`src/rtl/seg_pkg.sv`:
```
// Shared constants and helpers for the 7-segment display scheduler:
// active-low segment codes, FSM state encoding and the slot-to-anode mapping.
package seg_pkg;

    // Segment codes, {G,F,E,D,C,B,A}, active-low
    localparam logic [6:0] SEG_0     = 7'b1000000;
    localparam logic [6:0] SEG_1     = 7'b1111001;
    localparam logic [6:0] SEG_2     = 7'b0100100;
    localparam logic [6:0] SEG_3     = 7'b0110000;
    localparam logic [6:0] SEG_4     = 7'b0011001;
    localparam logic [6:0] SEG_5     = 7'b0010010;
    localparam logic [6:0] SEG_6     = 7'b0000010;
    localparam logic [6:0] SEG_7     = 7'b1111000;
    localparam logic [6:0] SEG_8     = 7'b0000000;
    localparam logic [6:0] SEG_9     = 7'b0010000;
    localparam logic [6:0] SEG_BLANK = 7'b1111111;

    // Any non-decimal digit code renders blank; this one is used on purpose
    localparam logic [3:0] DIGIT_BLANK = 4'hF;

    // Anode mapping: slot 7 is the leftmost digit and carries the owner index
    localparam logic [2:0] SLOT_OWNER = 3'd7;
    localparam logic [7:0] AN_ALL_OFF = 8'hFF;

    // BCD result width: four digits
    localparam int BCD_W = 16;

    typedef enum logic [1:0] {
        ST_IDLE    = 2'd0,
        ST_CONVERT = 2'd1,
        ST_SHOW    = 2'd2
    } state_t;

    function automatic logic [6:0] digit_to_seg(input logic [3:0] d);
        logic [6:0] s;
        case (d)
            4'd0:    s = SEG_0;
            4'd1:    s = SEG_1;
            4'd2:    s = SEG_2;
            4'd3:    s = SEG_3;
            4'd4:    s = SEG_4;
            4'd5:    s = SEG_5;
            4'd6:    s = SEG_6;
            4'd7:    s = SEG_7;
            4'd8:    s = SEG_8;
            4'd9:    s = SEG_9;
            default: s = SEG_BLANK;
        endcase
        return s;
    endfunction

    function automatic logic [7:0] slot_to_an(input logic [2:0] slot);
        logic [7:0] an;
        an       = AN_ALL_OFF;
        an[slot] = 1'b0;
        return an;
    endfunction

endpackage

```
`src/rtl/seg_display_scheduler_bin2bcd_seq.sv`:
```
// Sequential double-dabble converter: one shift/add-3 step per clock,
// DATA_W steps per conversion. busy is high for exactly DATA_W cycles after
// start; done pulses for one cycle once the four BCD digits are final.
module bin2bcd_seq
    import seg_pkg::*;
#(
    parameter int DATA_W = 13
) (
    input  logic              clk,
    input  logic              rst,
    input  logic              start,
    input  logic [DATA_W-1:0] value,
    output logic              busy,
    output logic              done,
    output logic [BCD_W-1:0]  bcd
);

    localparam int CNT_W = $clog2(DATA_W + 1);
    localparam logic [CNT_W-1:0] CNT_LAST = CNT_W'(DATA_W - 1);

    logic [DATA_W-1:0] shift_reg;
    logic [DATA_W-1:0] shift_next;
    logic [BCD_W-1:0]  bcd_reg;
    logic [BCD_W-1:0]  bcd_adj;
    logic [BCD_W-1:0]  bcd_next;
    logic [CNT_W-1:0]  cnt_reg;
    logic              busy_reg;
    logic              done_reg;

    // Add-3 correction on every BCD digit that is 5 or more before the shift
    generate
        for (genvar gi = 0; gi < 4; gi++) begin : g_adj
            assign bcd_adj[gi*4 +: 4] = (bcd_reg[gi*4 +: 4] >= 4'd5)
                                      ? bcd_reg[gi*4 +: 4] + 4'd3
                                      : bcd_reg[gi*4 +: 4];
        end
    endgenerate

    // Shift the {bcd, binary} pair left by one, feeding the binary MSB in
    always_comb begin
        bcd_next   = {bcd_adj[BCD_W-2:0], shift_reg[DATA_W-1]};
        shift_next = {shift_reg[DATA_W-2:0], 1'b0};
    end

    // Iteration state: load on start, then step until DATA_W shifts are done
    always_ff @(posedge clk or posedge rst) begin
        if (rst) begin
            shift_reg <= '0;
            bcd_reg   <= '0;
            cnt_reg   <= '0;
            busy_reg  <= 1'b0;
            done_reg  <= 1'b0;
        end else begin
            done_reg <= 1'b0;
            if (start) begin
                shift_reg <= value;
                bcd_reg   <= '0;
                cnt_reg   <= '0;
                busy_reg  <= 1'b1;
            end else if (busy_reg) begin
                shift_reg <= shift_next;
                bcd_reg   <= bcd_next;
                cnt_reg   <= cnt_reg + 1'b1;
                if (cnt_reg == CNT_LAST) begin
                    busy_reg <= 1'b0;
                    done_reg <= 1'b1;
                end
            end
        end
    end

    assign busy = busy_reg;
    assign done = done_reg;
    assign bcd  = bcd_reg;

endmodule

```
`src/rtl/seg_display_scheduler.sv`:
```
// Time-shares one 8-digit common-anode 7-segment display between NUM_REQ
// producers: round-robin grant, sequential BCD conversion, continuous scan.
// Optional build macro SEG_LEADING_ZERO_BLANK_EN blanks leading zeros of the
// value (ones digit always shown).
module seg_display_scheduler
    import seg_pkg::*;
#(
    parameter int NUM_REQ      = 4,
    parameter int DATA_W       = 13,
    parameter int REFRESH_DIV  = 100000,
    parameter int DWELL_FRAMES = 64
) (
    input  logic                      clk,
    input  logic                      rst,
    input  logic [NUM_REQ-1:0]        req,
    input  logic [NUM_REQ*DATA_W-1:0] data,
    output logic [NUM_REQ-1:0]        ack,
    output logic [3:0]                owner,
    output logic                      busy,
    output logic [7:0]                AN,
    output logic [6:0]                seg
);

    localparam int DIV_W = (REFRESH_DIV > 1) ? $clog2(REFRESH_DIV) : 1;
    localparam int FC_W  = $clog2(DWELL_FRAMES + 1);
    localparam logic [DIV_W-1:0] DIV_LAST   = DIV_W'(REFRESH_DIV - 1);
    localparam logic [FC_W-1:0]  DWELL_LAST = FC_W'(DWELL_FRAMES);

    state_t               state_reg, state_next;
    logic [3:0]           ptr_reg;
    logic [3:0]           owner_reg;
    logic [NUM_REQ-1:0]   ack_reg;
    logic [NUM_REQ-1:0]   ack_next;
    logic [FC_W-1:0]      frame_cnt_reg;
    logic [DIV_W-1:0]     div_reg;
    logic [2:0]           slot_reg;
    logic [7:0]           an_reg;
    logic [6:0]           seg_reg;
    logic [3:0]           disp_owner_reg;
    logic [3:0][3:0]      disp_dig_reg;
    logic                 disp_valid_reg;

    logic [DATA_W-1:0]    data_arr [NUM_REQ];
    logic                 win_found;
    logic [3:0]           win_idx;
    logic [DATA_W-1:0]    win_data;
    logic                 grant;
    logic                 load_disp;
    logic                 div_tc;
    logic                 frame_wrap;
    logic                 conv_busy;
    logic                 conv_done;
    logic [BCD_W-1:0]     conv_bcd;
    logic [3:0][3:0]      dig_load;
    logic [3:0]           slot_digit;

    generate
        for (genvar gi = 0; gi < NUM_REQ; gi++) begin : g_data
            assign data_arr[gi] = data[gi*DATA_W +: DATA_W];
        end
    endgenerate

    // Round-robin search starting one past the last winner
    always_comb begin
        int cand;
        win_found = 1'b0;
        win_idx   = ptr_reg;
        cand      = 0;
        for (int i = 1; i <= NUM_REQ; i++) begin
            cand = int'(ptr_reg) + i;
            if (cand >= NUM_REQ) cand = cand - NUM_REQ;
            if (!win_found && req[cand]) begin
                win_found = 1'b1;
                win_idx   = 4'(cand);
            end
        end
    end

    // Winner's value and one-hot acknowledge
    always_comb begin
        win_data = '0;
        ack_next = '0;
        for (int k = 0; k < NUM_REQ; k++) begin
            if (4'(k) == win_idx) begin
                win_data    = data_arr[k];
                ack_next[k] = grant;
            end
        end
    end

    // FSM next state: grant from IDLE at once, from SHOW only after the dwell
    always_comb begin
        state_next = state_reg;
        grant      = 1'b0;
        load_disp  = 1'b0;
        unique case (state_reg)
            ST_IDLE: begin
                if (win_found) begin
                    grant      = 1'b1;
                    state_next = ST_CONVERT;
                end
            end
            ST_CONVERT: begin
                if (conv_done) begin
                    load_disp  = 1'b1;
                    state_next = ST_SHOW;
                end
            end
            ST_SHOW: begin
                if (frame_cnt_reg == DWELL_LAST && win_found) begin
                    grant      = 1'b1;
                    state_next = ST_CONVERT;
                end
            end
            default: state_next = ST_IDLE;
        endcase
    end

    // FSM state register
    always_ff @(posedge clk or posedge rst) begin
        if (rst) state_reg <= ST_IDLE;
        else     state_reg <= state_next;
    end

    // Grant bookkeeping: pointer, owner and the one-cycle ack pulse
    always_ff @(posedge clk or posedge rst) begin
        if (rst) begin
            ptr_reg   <= 4'(NUM_REQ - 1);
            owner_reg <= 4'd0;
            ack_reg   <= '0;
        end else begin
            ack_reg <= ack_next;
            if (grant) begin
                ptr_reg   <= win_idx;
                owner_reg <= win_idx;
            end
        end
    end

    bin2bcd_seq #(
        .DATA_W (DATA_W)
    ) u_bin2bcd (
        .clk   (clk),
        .rst   (rst),
        .start (grant),
        .value (win_data),
        .busy  (conv_busy),
        .done  (conv_done),
        .bcd   (conv_bcd)
    );

    // Digits as they will be stored, with optional leading-zero suppression
    always_comb begin
        dig_load = conv_bcd;
`ifdef SEG_LEADING_ZERO_BLANK_EN
        if (conv_bcd[15:12] == 4'd0) begin
            dig_load[3] = DIGIT_BLANK;
            if (conv_bcd[11:8] == 4'd0) begin
                dig_load[2] = DIGIT_BLANK;
                if (conv_bcd[7:4] == 4'd0) dig_load[1] = DIGIT_BLANK;
            end
        end
`endif
    end

    // Display buffer: only replaced when a conversion completes, so the old
    // value stays on screen while the next one converts
    always_ff @(posedge clk or posedge rst) begin
        if (rst) begin
            disp_owner_reg <= DIGIT_BLANK;
            disp_dig_reg   <= {4{DIGIT_BLANK}};
            disp_valid_reg <= 1'b0;
        end else if (load_disp) begin
            disp_owner_reg <= owner_reg;
            disp_dig_reg   <= dig_load;
            disp_valid_reg <= 1'b1;
        end
    end

    // Dwell counter: counts completed scan frames since the last load
    always_ff @(posedge clk or posedge rst) begin
        if (rst) begin
            frame_cnt_reg <= '0;
        end else if (load_disp) begin
            frame_cnt_reg <= '0;
        end else if (frame_wrap && frame_cnt_reg != DWELL_LAST) begin
            frame_cnt_reg <= frame_cnt_reg + 1'b1;
        end
    end

    assign div_tc     = (div_reg == DIV_LAST);
    assign frame_wrap = div_tc && (slot_reg == 3'd0);

    // Scan timebase: divider and slot counter, slot walks 7 down to 0
    always_ff @(posedge clk or posedge rst) begin
        if (rst) begin
            div_reg  <= '0;
            slot_reg <= SLOT_OWNER;
        end else if (div_tc) begin
            div_reg  <= '0;
            slot_reg <= slot_reg - 3'd1;
        end else begin
            div_reg <= div_reg + 1'b1;
        end
    end

    // Digit code for the current slot (slots 6..4 are always blank)
    always_comb begin
        slot_digit = DIGIT_BLANK;
        if (slot_reg == SLOT_OWNER)  slot_digit = disp_owner_reg;
        else if (slot_reg <= 3'd3)   slot_digit = disp_dig_reg[slot_reg[1:0]];
    end

    // Registered anode/cathode drive; anodes stay off until a value exists
    always_ff @(posedge clk or posedge rst) begin
        if (rst) begin
            an_reg  <= AN_ALL_OFF;
            seg_reg <= SEG_BLANK;
        end else if (!disp_valid_reg) begin
            an_reg  <= AN_ALL_OFF;
            seg_reg <= SEG_BLANK;
        end else begin
            an_reg  <= slot_to_an(slot_reg);
            seg_reg <= digit_to_seg(slot_digit);
        end
    end

    assign ack   = ack_reg;
    assign owner = owner_reg;
    assign busy  = conv_busy;
    assign AN    = an_reg;
    assign seg   = seg_reg;

endmodule

```
`config.mk`:
```
export PLATFORM = sky130hd
export DESIGN_NAME = seg_display_scheduler
export DESIGN_NICKNAME = d
export VERILOG_FILES = /design/src/rtl/seg_pkg.sv /design/src/rtl/seg_display_scheduler_bin2bcd_seq.sv /design/src/rtl/seg_display_scheduler.sv
export SDC_FILE = /design/constraint.sdc
export NUM_CORES = 1
export LEC_CHECK = 0
export ABC_AREA = 1
export BUFFER_PORTS_ARGS = -buffer_cell sky130_fd_sc_hd__buf_4
export CAP_MARGIN = 20
export CORE_MARGIN = 5
export CORE_UTILIZATION = 64
export CTS_BUF_LIST = sky130_fd_sc_hd__clkbuf_8
export CTS_CLUSTER_SIZE = 25
export DETAILED_ROUTE_END_ITERATION = 10
export PLACE_DENSITY = 0.95
export SYNTH_ARGS = -nofsm -noshare
export SYNTH_HDL_FRONTEND = slang
export SYNTH_SLANG_ARGS = --single-unit
```
`constraint.sdc`:
```
create_clock -name clk -period 7.1 [get_ports clk]
set_input_delay 1.42 -clock clk [delete_from_list [all_inputs] [get_ports clk]]
set_output_delay 1.42 -clock clk [all_outputs]
set_load 0.02 [all_outputs]
```
==> results.cfg, run 1 <==
[timing]
worst_slew_pin_slew_ns = 0.9491
clock_skew_ns = 0.01585
slew_headroom = 0.3657
fin_crit_sh = 0.5525
max_freq_ghz = 0.2549
hold_slack_ns = 0.4638
tns_ns = 0
setup_violations = 0
finalMaxSlewViolations = 0
final.min_clock_period_ns = 3.923
hold_viol = 0
rsz0062_at_grt = no
setup_slack_ns = 3.177

[floorplan]
ios = 82
core-area_mm2 = 0.009819
start_util = 0.6621
die_w_um = 110.8
rows = 36
die_y_um = 110.8
dieArea_mm2 = 0.01227

[routing]
drtIter0Drc = 552
wirelength_um = 14380
top_layer_used = met4
dr_wl_met2_um = 7134
wl_per_cell_um = 13.82
drc_errors = 0
dr.pass1.iters = 5
via_per_inst = 5.479
vias = 5704
antenna_left = 0
m1WireLength_um = 6022
wl_met3_um = 859

[final_layout]
design_area_mm2 = 0.007417
fin_util = 0.7554
regArea_mm2 = 0.002803
final_nets = 998
largest_register_ffs = 17
area_growth_pct = 14.09
fillers = 692
diodes = 0
multiInputGateArea_mm2 = 0.003158
drive_above_1_share = 0.1938

[setup_path]
r2r_cells = 12
path_max_fanout = 30
path_buf_inv = 4
cpMaxStageDelayCell = dfstp_2
path_delay_family = simple AND/OR/NAND/NOR gates
startpoint_type = flop
path_cells = inv_2 > ha_1 > inv_1 > nand2_2 > nand2_4 > nor2_8 > nand4_1 > nand2_1 > inv_2 > nor2_4 > inv_2 > o21ai_0
r2r_slack_ns = 3.18
setup.worst_path.class = reg -> reg
r2r-start = ptr_reg[0]
arrival_ns = 4.22
worst_ep_required_time_ns = 7.39
regToRegEndpoint = u_bin2bcd.bcd[3]
crit_path_frequent_cell = inv_2
cp-end-kind = flop
max_stage_delay_ns = 0.76

[global_route]
grt_start_max_net_pins = 85
grt_pass1_wl_um = 24560
antenna_found_initial = 0
grt_pass1_vias = 5582
grt_usage = 0.2358
overflow = 0

[yosys]
synth-seq-cells = 110
ys_types = 41
synth.avg_cell_area_um2 = 7.823
synthMuxAreaShare = 0.006159
synth_top_flop_cell = dfrtp_1
yosys.area_share.simple = 0.2610
synthTopCellsByArea = dfrtp_1, dfstp_2, nand2_1, ha_1, o21ai_0
syn_area_mm2 = 0.006501
synth-edff-count = 0
synth_compound_area_frac = 0.1263
synthArstFlopShare = 1.000
yosys.area.top_type_share = 0.2694
ys_seq_area_frac = 0.4311
yosys.area_share.adder = 0.07121
ys.warnings.count = 0
synth_top_family_by_area = simple AND/OR/NAND/NOR gates
synth_xor_area_frac = 0.02117
yosys.area.top_type = dfrtp_1
syn-instance-count = 831
syn-num-nets = 926

[clocking]
post_cts_resized = 0
cts_setup_buffers = 0
clock_path_buffers = 2
path_clk_slew_ns = 0.11
root_buffer = clkbuf_8
cts_sinks = 110
cts_buffers = 9
cts_hold_buf = 0
clock_latency_ns = 0.37
h-tree-depth = 3
tritoncts = yes

[pwr]
switchingPower_w = 0.001678
seqPwrFrac = 0.291
power.density_mw_per_mm2 = 454.0
p_int_w = 0.001690
power_leakage_nw = 3.708
combinationalPowerShare = 0.593
swShare = 0.4982
vdd_drop_max_v = 0.0004698
p_clk_frac = 0.116

[placement]
gp_congestion = 0.8641
place_area_mm2 = 0.007184
place_hpwl_um = 10370
dpl_worst_slack_ns = 2.966
portBuffers = 81

[hold_path]
hold_end = seg[4]
hold_path_class = reg -> reg
min_path_cells = 1
min_from = disp_valid_reg

[outcome]
outcome = complete, no violations

[flow_run]
max_cap_violations = 0
per-layer routing:
layer,vias up,track usage
li1,2849,-
met1,2624,0.2974
met2,200,0.3985
met3,31,0.04803
met4,0,0.09278
met5,-,0
cells in the mapped netlist, types with 3 or more instances:
library cell  instances
nand2_1             193
inv_1               106
o21ai_0              90
nand3_1              77
dfrtp_1              70
nor2_1               54
dfstp_2              40
ha_1                 37
a21oi_1              25
clkbuf_1             15
nand2_2              14
o21ai_1              14
xor2_1               10
nand4_1               9
nor3_1                9
nor4_1                8
inv_2                 7
buf_4                 4
mux2i_1               4
o2111ai_1             4
o221ai_1              4
a211oi_1              3
buf_2                 3
nor2_2                3
nor2_4                3
o211ai_1              3
o31ai_1               3
worst register-to-register path, stage by stage (launching register included):
cell,delay (ns)
dfstp_2,0.76
inv_2,0.20
ha_1,0.41
inv_1,0.09
nand2_2,0.10
nand2_4,0.10
nor2_8,0.18
nand4_1,0.16
nand2_1,0.74
inv_2,0.41
nor2_4,0.31
inv_2,0.18
o21ai_0,0.21
stage by stage:
step	instances	power, W
after floorplan	831	0.002553
after global placement	1024	0.002872
after detailed placement	1024	0.002946
after CTS	1040	0.003349
after global routing	1041	0.003673
final	1041	0.003367
how the worst max path moves through the flow:
stage	start	end	slack, ns	cells past startpoint
detailed placement	req[2]	u_bin2bcd.shift_reg[8]	2.97	13
CTS	ptr_reg[0]	u_bin2bcd.bcd[8]	3.21	12
global route	ptr_reg[0]	u_bin2bcd.bcd[8]	2.74	12
global placement	req[2]	u_bin2bcd.shift_reg[8]	3.10	13
floorplan	rst	ack[0]	2.84	1
finish	ptr_reg[0]	u_bin2bcd.bcd[3]	3.18	12
cells in the final DEF (no fill, tap or decap), drive strengths merged, types with 3 or more instances in the layout:
cell / instances
nor3: 9
o21ai: 104
mux2i: 4
nand4: 9
dfrtp: 70
nand2: 208
o31ai: 3
nor2: 62
o221ai: 4
a21oi: 25
nand3: 79
nor4: 8
buf: 85
ha: 37
dfstp: 40
inv: 117
xor2: 12
o2111ai: 4
o211ai: 3
a211oi: 3
clkbuf: 10
power by group through the flow:
stage / combinational (W) / sequential [W] / clock, W
detailed placement: 0.00196 / 0.000986 / 0
floorplan: 0.00157 / 0.000987 / 0
global placement: 0.00189 / 0.000978 / 0
finish: 0.00200 / 0.000981 / 0.000389
global route: 0.00226 / 0.00100 / 0.000414
CTS: 0.00198 / 0.000975 / 0.000391
cell families after synthesis:
family	after synthesis
AO/OA/AOI/OAI	151
adder cells (fa/ha/maj)	37
XOR/XNOR	14
multiplexers	4
buffers and inverters	137
flip-flops	110
AND/OR/NAND/NOR	378
final cells by class:
class / count / area share
sequential: 110 / 0.3779
clock buffer: 10 / 0.01856
timing repair buffer: 85 / 0.08873
multi-input combinational: 584 / 0.4258
tap: 133 / 0.02244
clock inverter: 6 / 0.009109
inverter: 113 / 0.05752
No activity file was read; power rests on OpenSTA's default activity.
==> inputs of run 2 (changes only) <==
--- a/config.mk
+++ b/config.mk
@@ -9,11 +9,11 @@
 export BUFFER_PORTS_ARGS = -buffer_cell sky130_fd_sc_hd__buf_4
 export CAP_MARGIN = 20
 export CORE_MARGIN = 5
-export CORE_UTILIZATION = 64
+export CORE_UTILIZATION = 61
 export CTS_BUF_LIST = sky130_fd_sc_hd__clkbuf_8
 export CTS_CLUSTER_SIZE = 25
 export DETAILED_ROUTE_END_ITERATION = 10
-export PLACE_DENSITY = 0.95
+export PLACE_DENSITY = 0.94
 export SYNTH_ARGS = -nofsm -noshare
 export SYNTH_HDL_FRONTEND = slang
 export SYNTH_SLANG_ARGS = --single-unit
==> constraint.sdc (replaced) <==
create_clock -name clk -period 3.7 [get_ports clk]
set_input_delay 0.74 -clock clk [delete_from_list [all_inputs] [get_ports clk]]
set_output_delay 0.74 -clock clk [all_outputs]
set_load 0.02 [all_outputs]
==> results.cfg, run 2 (synthesis results as in run 1) <==
[final_layout]
fin_cells = 1047
largest_register_ffs = 17
layout_commonest_cell = nand2_1
drive_above_1_share = 0.1976
area_growth_pct = 14.57
multiInputGateArea_mm2 = 0.003158
most-common-layout-cells = nand2_1, inv_1, o21ai_0, buf_4, nand3_1
diodes = 0
fillers = 775
final_nets = 1001
regArea_mm2 = 0.002803

[hold_path]
hold_path_class = in -> async

[global_route]
grt_util_met2 = 0.3669
grt_start_max_net_pins = 84
overflow = 0
use_met1 = 0.3037
grt_pass1_wl_um = 24180
antenna_found_initial = 0
met3_usage = 0.03904
grt_usage = 0.2246
busiest_layer = met2
grt_pass1_vias = 5526

[flow_run]
max_cap_violations = 0

[routing]
via_per_inst = 5.514
wirelength_um = 14090
antenna_left = 0
drc_errors = 0
vias = 5773
dr.pass1.iters = 6
wl_per_cell_um = 13.46
drtIter0Drc = 385

[setup_path]
max_stage_delay_ns = 0.75
r2r-start = ptr_reg[0]
path_max_fanout = 25
path_delay_family = simple AND/OR/NAND/NOR gates
path_cells = inv_2 > ha_1 > inv_1 > nand2_1 > nand2_1 > inv_1 > ha_1 > nand2_1 > nand3_1 > o21ai_0 > nand3_1 > nand3_1 > nand2_2 > nor2_8 > nand2_2 > nor2_4 > a21oi_1 > nand2_1 > nand3_1
setup.worst_path.class = reg -> reg
startpoint_type = flop
path_buf_inv = 3
cp-end-kind = flop
cpMaxStageDelayCell = dfstp_2
regToRegEndpoint = u_bin2bcd.shift_reg[2]
r2r_cells = 19
arrival_ns = 3.64
worst_ep_required_time_ns = 3.98
r2r_slack_ns = 0.34

[placement]
portBuffers = 81
place_hpwl_um = 10440
dp_cells = 1030
gp_congestion = 0.9106
dpl_worst_slack_ns = 0.4101

[floorplan]
core-area_mm2 = 0.01037
ios = 82
die_y_um = 113.2
dieArea_mm2 = 0.01282
die_w_um = 113.2
rows = 37
start_util = 0.6269

[clocking]
clock_latency_ns = 0.38
post_cts_resized = 0
cts_sinks = 110
cts_hold_buf = 0
tritoncts = yes
h-tree-depth = 3
path_clk_slew_ns = 0.12
cts_setup_buffers = 0
clock_path_buffers = 2
cts_buffers = 9
root_buffer = clkbuf_8

[pwr]
design_power_total_w = 0.006388
combinationalPowerShare = 0.590
p_int_w = 0.003180
seqPwrFrac = 0.296
swShare = 0.5023
p_clk_frac = 0.115
power.density_mw_per_mm2 = 857.7
switchingPower_w = 0.003209
power_leakage_nw = 3.722
vdd_drop_max_v = 0.0008145

[timing]
setup_slack_ns = 0.3384
tns_ns = 0
final.min_clock_period_ns = 3.362
fin_crit_sh = 0.9086
hold_slack_ns = 0.2382
max_freq_ghz = 0.2975
clock_skew_ns = 0.01895
setup_violations = 0
hold_viol = 0
slew_headroom = 0.4190
finalMaxSlewViolations = 0
worst_slew_pin_slew_ns = 0.8636
rsz0062_at_grt = no

[outcome]
outcome = complete, no violations
## run 2: cell count changes in the layout (fill, tap and decap cells not counted), sizes merged
cell,delta
clkinv,+3
buf,+3
clkbuf,-1
clkinvlp,-1
bufinv,-1
## run 2: power by group through the flow
stage	Combinational [W]	Clock, W	Sequential [W]
2_1_floorplan	0.00300	0	0.00189
3_3_place_gp	0.00360	0	0.00189
3_5_place_dp	0.00372	0	0.00191
4_1_cts	0.00375	0.000750	0.00188
5_1_grt	0.00426	0.000798	0.00194
6_report	0.00377	0.000733	0.00189
## run 2: layer usage
metal  vias to the layer above  part of all wire
met5                         -                 0
met4                         0             0.024
met3                        29             0.065
met2                       236              0.48
met1                      2650              0.43
li1                       2858                 -
## run 2: worst max-delay path by stage
stage               start                     end  slack, ns  cells past startpoint
2_1_floorplan         rst                  ack[0]       0.12                      1
3_3_place_gp   ptr_reg[0]  u_bin2bcd.shift_reg[2]       0.57                     23
6_report       ptr_reg[0]  u_bin2bcd.shift_reg[2]       0.34                     19
3_5_place_dp   ptr_reg[0]  u_bin2bcd.shift_reg[2]       0.41                     19
4_1_cts        ptr_reg[0]  u_bin2bcd.shift_reg[2]       0.39                     19
5_1_grt        ptr_reg[0]  u_bin2bcd.shift_reg[2]       0.02                     19
## run 2: worst reg2reg max path, stage by stage, from the launching register on
cell and delay [ns]:
dfstp_2 0.75, inv_2 0.18, ha_1 0.26, inv_1 0.08
nand2_1 0.05, nand2_1 0.11, inv_1 0.07, ha_1 0.19
nand2_1 0.08, nand3_1 0.11, o21ai_0 0.18, nand3_1 0.09
nand3_1 0.11, nand2_2 0.10, nor2_8 0.30, nand2_2 0.16
nor2_4 0.20, a21oi_1 0.10, nand2_1 0.09, nand3_1 0.07
## run 2: per-stage QoR
stage               utilization  area (µm²)
global route             0.7183        7448
CTS                      0.7156        7421
finish                   0.7183        7448
global placement         0.6953        7211
detailed placement       0.6953        7211
floorplan                     -        6501
## run 2: final cells by class
cell class                 instances  share of cell area
sequential                       110              0.3763
multi-input combinational        584              0.4240
inverter                         113             0.05728
tap                              136             0.02285
clock inverter                     7             0.01159
timing repair buffer              88             0.09138
clock buffer                       9             0.01663
==> inputs of run 3 (changes only) <==
--- a/config.mk
+++ b/config.mk
@@ -13,7 +13,9 @@
 export CTS_BUF_LIST = sky130_fd_sc_hd__clkbuf_8
 export CTS_CLUSTER_SIZE = 25
 export DETAILED_ROUTE_END_ITERATION = 10
+export GPL_ROUTABILITY_DRIVEN = 0
 export PLACE_DENSITY = 0.94
+export RECOVER_POWER = 50
 export SYNTH_ARGS = -nofsm -noshare
 export SYNTH_HDL_FRONTEND = slang
 export SYNTH_SLANG_ARGS = --single-unit
==> results.cfg, run 3 (synthesis results as in run 1) <==
[clocking]
post_cts_resized = 0
tritoncts = yes
clock_path_buffers = 2
cts_setup_buffers = 0
h-tree-depth = 3
cts_buffers = 9
cts_sinks = 110
path_clk_slew_ns = 0.12
clock_latency_ns = 0.39
root_buffer = clkbuf_8
cts_hold_buf = 0

[final_layout]
most-common-layout-cells = nand2_1, inv_1, o21ai_0, buf_4, nand3_1
drive_above_1_share = 0.1932
fillers = 783
fin_cells = 1047
largest_register_ffs = 17
regArea_mm2 = 0.002803
final_nets = 1001
fin_util = 0.7153
diodes = 0
layout_commonest_cell = nand2_1
multiInputGateArea_mm2 = 0.003158
area_growth_pct = 14.09

[placement]
dp_cells = 1030
place_hpwl_um = 10440
portBuffers = 81

[floorplan]
start_util = 0.6269
core-area_mm2 = 0.01037
rows = 37
die_y_um = 113.2
ios = 82
die_w_um = 113.2
dieArea_mm2 = 0.01282

[outcome]
outcome = finished with violations
violations = max-capacitance violations, max-slew violations

[timing]
fin_crit_sh = 0.9144
rsz0062_at_grt = no
tns_ns = 0
worst_slew_pin_slew_ns = 1.867
hold_viol = 0
finalMaxSlewViolations = 77
slew_headroom = -0.2446
clock_skew_ns = 0.01972
max_freq_ghz = 0.2956
final.min_clock_period_ns = 3.383
setup_violations = 0

[setup_path]
path_max_fanout = 25
worst_ep_required_time_ns = 3.98
cp-end-kind = flop
r2r_slack_ns = 0.32
setup.worst_path.class = reg -> reg
arrival_ns = 3.66
crit_start = ptr_reg[0]
regToRegEndpoint = u_bin2bcd.shift_reg[2]
r2r_cells = 19
startpoint_type = flop
r2r-start = ptr_reg[0]
endpoint = u_bin2bcd.shift_reg[2]

[flow_run]
max_cap_violations = 1

[pwr]
switchingPower_w = 0.003217
p_clk_frac = 0.115
power.density_mw_per_mm2 = 862.0
swShare = 0.5032
power_leakage_nw = 3.703
vdd_drop_max_v = 0.0008195
seqPwrFrac = 0.295
p_int_w = 0.003176
combinationalPowerShare = 0.590

[global_route]
antenna_found_initial = 0
grt_usage = 0.2246
grt_pass1_vias = 5526
overflow = 0
grt_pass1_wl_um = 24180
grt_start_max_net_pins = 84

[routing]
via_per_inst = 5.520
wirelength_um = 14230
drtIter0Drc = 418
dr.pass1.iters = 5
wl_per_cell_um = 13.59
drc_errors = 0
vias = 5779
antenna_left = 0

[hold_path]
hold_path_class = in -> async
-- run 3: how the worst min path moves through the flow --
stage	from	end	slack (ns)
floorplan	disp_valid_reg	seg[4]	0.42
global placement	disp_valid_reg	seg[4]	0.44
detailed placement	disp_valid_reg	seg[4]	0.45
CTS	disp_valid_reg	seg[4]	0.46
global route	rst	div_reg[3]	0.31
finish	rst	div_reg[3]	0.29
-- run 3: layout make-up --
| type | instances | share of cell area |
|---|---|---|
| multi-input combinational | 584 | 0.4258 |
| clock buffer | 9 | 0.01670 |
| clock inverter | 7 | 0.01164 |
| timing repair buffer | 88 | 0.08772 |
| tap | 136 | 0.02294 |
| sequential | 110 | 0.3779 |
| inverter | 113 | 0.05735 |
-- run 3: power by group through the flow --
stage	clock network (W)	registers [W]	logic, W
5_1_grt	0.000798	0.00194	0.00426
3_5_place_dp	0	0.00191	0.00372
4_1_cts	0.000750	0.00188	0.00375
3_3_place_gp	0	0.00189	0.00360
6_report	0.000735	0.00189	0.00377
2_1_floorplan	0	0.00189	0.00300
-- run 3: worst max-delay path: stages (launching register included) --
cell and delay (ns):
dfstp_2 0.75, inv_2 0.18, ha_1 0.26, inv_1 0.08, nand2_1 0.05, nand2_1 0.12, inv_1 0.07, ha_1 0.19
nand2_1 0.08, nand3_1 0.11, o21ai_0 0.18, nand3_1 0.09, nand3_1 0.11, nand2_2 0.10, nor2_8 0.30, nand2_2 0.16
nor2_4 0.20, a21oi_1 0.10, nand2_1 0.09, nand3_1 0.07
-- run 3: stage by stage --
step	worst slack (ns)	total power (W)	hold slack, ns	cell area, µm²
floorplan	0.1239	0.004899	0.4200	6501
global placement	0.5697	0.005487	0.4422	7211
detailed placement	0.4101	0.005631	0.4489	7211
CTS	0.3860	0.006380	0.4637	7421
global route	0.02044	0.006994	0.3056	7417
finish	0.3167	0.006393	0.2934	7417
-- run 3: routing by layer --
metal  global-route usage  vias to the layer above  share of wire
met5                    0                        -              0
met4              0.07772                        0          0.023
met3              0.03904                       24          0.065
met2               0.3669                      223           0.48
met1               0.3037                     2668           0.43
li1                     -                     2864              -
